===== config.mk =====
export PLATFORM = sky130hd
export DESIGN_NAME = mem_port_arbiter
export DESIGN_NICKNAME = d
export VERILOG_FILES = /design/src/rtl/mem_port_arbiter.sv
export SDC_FILE = /design/constraint.sdc
export NUM_CORES = 1
export LEC_CHECK = 0
export BUFFER_PORTS_ARGS = -buffer_cell sky130_fd_sc_hd__buf_2
export CAP_MARGIN = 20
export CORE_ASPECT_RATIO = 0.5
export CORE_UTILIZATION = 40
export DETAILED_ROUTE_END_ITERATION = 8
export GPL_TIMING_DRIVEN = 0
export PLACE_DENSITY = 0.81
export REMOVE_ABC_BUFFERS = 1
export SYNTH_ARGS = -nofsm -noshare
export SYNTH_HDL_FRONTEND = slang
export SYNTH_SLANG_ARGS = --single-unit

===== constraint.sdc =====
create_clock -name clk -period 1.7 [get_ports clk]
set_input_delay 0.51 -clock clk [delete_from_list [all_inputs] [get_ports clk]]
set_output_delay 0.51 -clock clk [all_outputs]
set_load 0.02 [all_outputs]

===== src/rtl/mem_port_arbiter.sv =====
// Arbitrates the CPU's instruction-fetch and data-memory request ports onto one
// physical memory port, returning a one-cycle resp plus read data to the requester.
module mem_port_arbiter #(
    parameter int unsigned STARVE_LIMIT = 4,
    parameter int unsigned WIDTH        = 16
) (
    input  logic             clk,
    input  logic             reset,

    input  logic             i_mem_read,
    input  logic             i_mem_write,
    input  logic [WIDTH-1:0] i_mem_address,
    input  logic [WIDTH-1:0] i_mem_wdata,
    input  logic [1:0]       i_mem_byte_enable,
    output logic             i_mem_resp,
    output logic [WIDTH-1:0] i_mem_rdata,

    input  logic             d_mem_read,
    input  logic             d_mem_write,
    input  logic [WIDTH-1:0] d_mem_address,
    input  logic [WIDTH-1:0] d_mem_wdata,
    input  logic [1:0]       d_mem_byte_enable,
    output logic             d_mem_resp,
    output logic [WIDTH-1:0] d_mem_rdata,

    output logic             pmem_read,
    output logic             pmem_write,
    output logic [WIDTH-1:0] pmem_address,
    output logic [WIDTH-1:0] pmem_wdata,
    output logic [1:0]       pmem_byte_enable,
    input  logic             pmem_resp,
    input  logic [WIDTH-1:0] pmem_rdata
);

    typedef enum logic [2:0] {
        IDLE,
        BUSY_I,
        BUSY_D,
        RESP_I,
        RESP_D
    } state_t;

    localparam logic [3:0] LIMIT = 4'(STARVE_LIMIT);

    state_t           r_state;
    state_t           w_next;
    logic             r_write;
    logic [WIDTH-1:0] r_addr;
    logic [WIDTH-1:0] r_wdata;
    logic [1:0]       r_be;
    logic [WIDTH-1:0] r_i_rdata;
    logic [WIDTH-1:0] r_d_rdata;
    logic [3:0]       r_starve_cnt;
    logic [3:0]       w_starve_next;
    logic             w_i_req;
    logic             w_d_req;
    logic             w_grant_i;
    logic             w_grant_d;

    assign w_i_req = i_mem_read | i_mem_write;
    assign w_d_req = d_mem_read | d_mem_write;

    assign pmem_address     = r_addr;
    assign pmem_wdata       = r_wdata;
    assign pmem_byte_enable = r_be;
    assign i_mem_rdata      = r_i_rdata;
    assign d_mem_rdata      = r_d_rdata;

    always_comb begin
        w_next        = r_state;
        w_starve_next = r_starve_cnt;
        w_grant_i     = 1'b0;
        w_grant_d     = 1'b0;
        pmem_read     = 1'b0;
        pmem_write    = 1'b0;
        i_mem_resp    = 1'b0;
        d_mem_resp    = 1'b0;
        unique case (r_state)
            IDLE: begin
                // D wins ties until I has been passed over STARVE_LIMIT times
                if (w_d_req && !(w_i_req && r_starve_cnt == LIMIT)) begin
                    w_grant_d = 1'b1;
                    w_next    = BUSY_D;
                    if (w_i_req && r_starve_cnt < LIMIT) begin
                        w_starve_next = r_starve_cnt + 4'd1;
                    end
                end else if (w_i_req) begin
                    w_grant_i     = 1'b1;
                    w_next        = BUSY_I;
                    w_starve_next = '0;
                end
            end
            BUSY_I, BUSY_D: begin
                pmem_read  = ~r_write;
                pmem_write = r_write;
                if (pmem_resp) begin
                    w_next = (r_state == BUSY_I) ? RESP_I : RESP_D;
                end
            end
            RESP_I: begin
                i_mem_resp = 1'b1;
                w_next     = IDLE;
            end
            RESP_D: begin
                d_mem_resp = 1'b1;
                w_next     = IDLE;
            end
            default: w_next = IDLE;
        endcase
    end

    always_ff @(posedge clk) begin
        if (reset) begin
            r_state      <= IDLE;
            r_write      <= 1'b0;
            r_addr       <= '0;
            r_wdata      <= '0;
            r_be         <= '0;
            r_i_rdata    <= '0;
            r_d_rdata    <= '0;
            r_starve_cnt <= '0;
        end else begin
            r_state      <= w_next;
            r_starve_cnt <= w_starve_next;
            if (w_grant_i) begin
                r_write <= i_mem_write;
                r_addr  <= i_mem_address;
                r_wdata <= i_mem_wdata;
                r_be    <= i_mem_byte_enable;
            end else if (w_grant_d) begin
                r_write <= d_mem_write;
                r_addr  <= d_mem_address;
                r_wdata <= d_mem_wdata;
                r_be    <= d_mem_byte_enable;
            end
            if (r_state == BUSY_I && pmem_resp && !r_write) begin
                r_i_rdata <= pmem_rdata;
            end
            if (r_state == BUSY_D && pmem_resp && !r_write) begin
                r_d_rdata <= pmem_rdata;
            end
        end
    end

endmodule


==> key figures <==
Status
  – Status: finished with violations
  – Failing checks: negative setup slack

Cells and area
  – Layout fillers: 628
  – Layout Nets: 574
  – Ant. Diodes: 0
  – Share of cells above drive strength 1: 0.510
  – Area Overhead vs Synth: 46.3%
  – Non-Filler Instances: 594

Yosys
  – Top cell type's share of synthesized area: 0.453
  – EDFF count, synth: 0
  – Top FF cell, synth: dfxtp_1
  – Post-Synth Simple-Gate Area: 0.151
  – Synth area leader: dfxtp_1
  – Largest family of logic cells by synthesized area: compound AO/OA/AOI/OAI gates
  – Top post-synthesis cells by area: dfxtp_1 45%, o2bb2ai_2 14%, mux2i_1 10%
  – Compound-Gate Fraction of Synth Area: 0.229
  – Post-Synth Adder-Cell Area: 0.00766
  – Seq/Total Area, Yosys: 0.453
  – Post-synth ARST share: 0
  – Mapped Cells: 317
  – Syn avg cell area: 10.3 µm²
  – Number of distinct library cells after synthesis: 37
  – Mapped cell area: 3270 µm²
  – Yosys warnings: 0
  – Mux cell area share after synthesis: 0.104
  – Synthesized flop and latch total: 74
  – Post-Synth XOR/XNOR Area: 0.00268

Route
  – Detailed-route vias per instance: between 4 and 5
  – Residual DRC count: 0
  – First-pass DRT Iterations: 4
  – DR vias: 2936
  – Final wirelength: slightly above 8000 µm
  – Max layer used: met4
  – Final ANT Viol Nets: 0
  – Routed wl met2: 4070 µm
  – DR WL met3: 474 µm
  – DR WL/cell: 13.9 µm
  – 1st-iter DRT viols: ~120
  – WL met1: 3590 µm

GRT
  – Vias in the first global route: ~2600
  – Total global routing overflow: 0
  – First-pass GRT wire length: 12200 µm
  – GR Util All Layers: 0.188
  – Largest net degree at the start of global routing: 43
  – Initial antenna violation count: 0

STA
  – Slew Limit Fails: 0
  – Tcrit/Tclk final: 1.00
  – Worst clock skew: 0.00528 ns
  – Final period demand of the worst path: about 1.7 ns
  – RSZ-0062 raised after global routing: yes
  – Worst-Margin Slew: 0.512 ns
  – Fmax achieved: 587 MHz
  – Final setup viols: 1
  – Rel. slew slack: 0.656
  – Setup ws final: -0.00412 ns
  – Fin. Hold Viols: 0

Worst setup path
  – CP Launch Point: r_state[0]$_SDFFE_PP0P_
  – Crit path kind: register to output pin
  – Worst r2r src: r_state[0]$_SDFFE_PP0P_
  – Worst EP required: 1.19 ns
  – Startpoint Class: register
  – Worst path arrival time: ~1.2 ns
  – Critical-path maximum fanout: 6
  – R2R cell count: 6
  – Crit. End Element: output pin
  – R2R setup slack: 0.05 ns
  – Reg2Reg Capture Point: pmem_wdata[2]$_SDFFE_PP0P_

Power
  – Internal power: between 3 and 4 mW
  – VDD IR-drop max: 0.000552 V
  – Seq pwr share: 0.376
  – P_sw: 1.36 mW
  – Share of total power in combinational logic: 0.185
  – Sw frac: 0.261
  – PwrDens: 1100 nW/µm²
  – Leakage Power: about 2.1 nW
  – Clk network pwr share: 0.439
  – Power Total: 5.24 mW

Floorplanning
  – Die ar.: 8560 µm²
  – Initial Util: 0.429
  – Die width: 130 µm
  – Rows: 22
  – Top Ports: 161
  – CORE AREA: 7620 µm²
  – Vert. Die Dim: 65.9 µm

Placement
  – Port Buffers: 160
  – Hpwl dp: 5250 µm
  – Gp weighted congestion: 0.781
  – Cells after DPL: 563

Worst hold path
  – HP Class: input port to register
  – Worst hold path depth: 3
  – Worst hold start: pmem_rdata[0]
  – Worst Hold Path EP: d_mem_rdata[0]$_SDFFE_PP0P_

Clock network
  – Clock tree buffer depth: 2
  – Cts bufs inserted: 9
  – Worst-skew pair later-pin latency: 0.33 ns
  – Hold-fix buffers, CTS: 0
  – CTS tree: built
  – Clock transition at the registers of the reported paths: 0.06 ns
  – Root buffer cell: clkbuf_16
  – Sinks on Clock Net: 74
  – H-tree depth: 3

Run
  – Max-Cap Viols: 0
==> repair_timing <==
| item | CTS | global route |
|---|---|---|
| pin swaps | 4 | 5 |
| setup buffers | 8 | 4 |
| gates cloned | 1 | 2 |
| resized for setup | 16 | 10 |
| endpoints found under the setup margin | 75 | 67 |
==> cells in the mapped netlist (2+ instances only) <==
master     instances
o2bb2ai_1          4
nor4_1             2
mux2i_1           34
o21ba_1            2
o2bb2ai_2         30
inv_1              3
nand2_1           69
nor2_1             6
dfxtp_1           74
buf_4              6
buf_6              4
nand2b_1           4
nor4_4             3
buf_2              8
clkbuf_1           6
nor4b_2            2
or4_1              2
a21oi_1           37
o21ai_0            2
ha_1               2
==> power by group through the flow <==
stage               combinational, mW  clock [mW]  sequential, mW
global placement                0.817           0            2.00
finish                          0.971        2.30            1.97
global route                     1.04        2.43            1.99
detailed placement              0.868           0            2.00
CTS                             0.930        2.34            1.97
floorplan                       0.366           0            2.14
==> worst max-delay path by stage <==
stage | endpoint | slack, ns | cells after the start
final | pmem_read | -0.004 | 3
after global routing | pmem_read | -0.04 | 3
after CTS | pmem_write | -0.008 | 3
after detailed placement | pmem_byte_enable[1]$_SDFFE_PP0P_ | -0.55 | 6
after global placement | pmem_wdata[10]$_SDFFE_PP0P_ | -1.46 | 5
after floorplan | pmem_address[0]$_SDFFE_PP0P_ | -0.91 | 6
==> metrics by stage <==
stage | area [µm²] | utilization | hold slack [ns] | setup TNS [ns] | setup WS, ns
final | 4780 | 0.627 | 0.429 | -0.00412 | -0.00412
after global routing | 4780 | 0.627 | 0.424 | -0.0607 | -0.0371
after CTS | 4640 | 0.609 | 0.420 | -0.00751 | -0.00751
after detailed placement | 4130 | 0.542 | 0.446 | -25.68 | -0.548
after global placement | 4040 | 0.530 | 0.439 | -62.08 | -1.46
after floorplan | 3110 | - | 0.435 | -34.59 | -0.908
==> area by class of cell <==
class	instances	area (µm²)	area share
Tap cell	108	135	0.0283
Clock inverter	7	141	0.0296
Inverter	3	11.3	0.00236
Timing Repair Buffer	177	1060	0.222
Sequential cell	74	1490	0.312
Clock buffer	9	225	0.0471
Multi-Input combinational cell	216	1710	0.358
==> flip-flops by register name, summed over array words and instances (netlist names) <==
register,count
i_mem_rdata,16
pmem_wdata,16
pmem_byte_enable,2
r_state,3
d_mem_rdata,16
pmem_address,16
r_starve_cnt,4
r_write,1
==> logic make-up (layout without fill, tap and decap cells) <==
logic type      after synthesis  in the layout
simple gates                 97             97
compound gates               81             82
flops                        74             74
mux                          34             34
buf+inv                      28            196
fa+ha+maj                     2              2
xor+xnor                      1              1
==> routing by layer <==
| layer | global-route usage | vias up |
|---|---|---|
| li1 | - | 1459 |
| met1 | 0.210 | 1357 |
| met2 | 0.330 | 108 |
| met3 | 0.0696 | 12 |
| met4 | 0.0654 | 0 |
| met5 | 0 | - |
==> worst max-delay path, cell delays in order (launching register included) <==
cell	delay (ns)
dfxtp_4	0.37
xnor2_2	0.15
nor3_1	0.15
buf_2	0.20
==> placed cells by master (no fill, tap or decap), types with 2 or more instances in the layout <==
cell         n
buf_12       5
nor2_1       6
mux2i_1     32
nand2_1     68
o21ai_4      2
buf_4        9
nor4b_2      2
dfxtp_1     70
clkbuf_16   11
bufinv_16    4
nor4_1       2
dfxtp_4      3
o21ba_1      2
a21oi_1     37
nand2b_1     3
o2bb2ai_1    4
or4_4        3
nor4_4       4
o21ai_0      2
mux2i_2      2
buf_2      158
inv_1        3
o2bb2ai_2   30
Power figures use the tool's default switching activity.
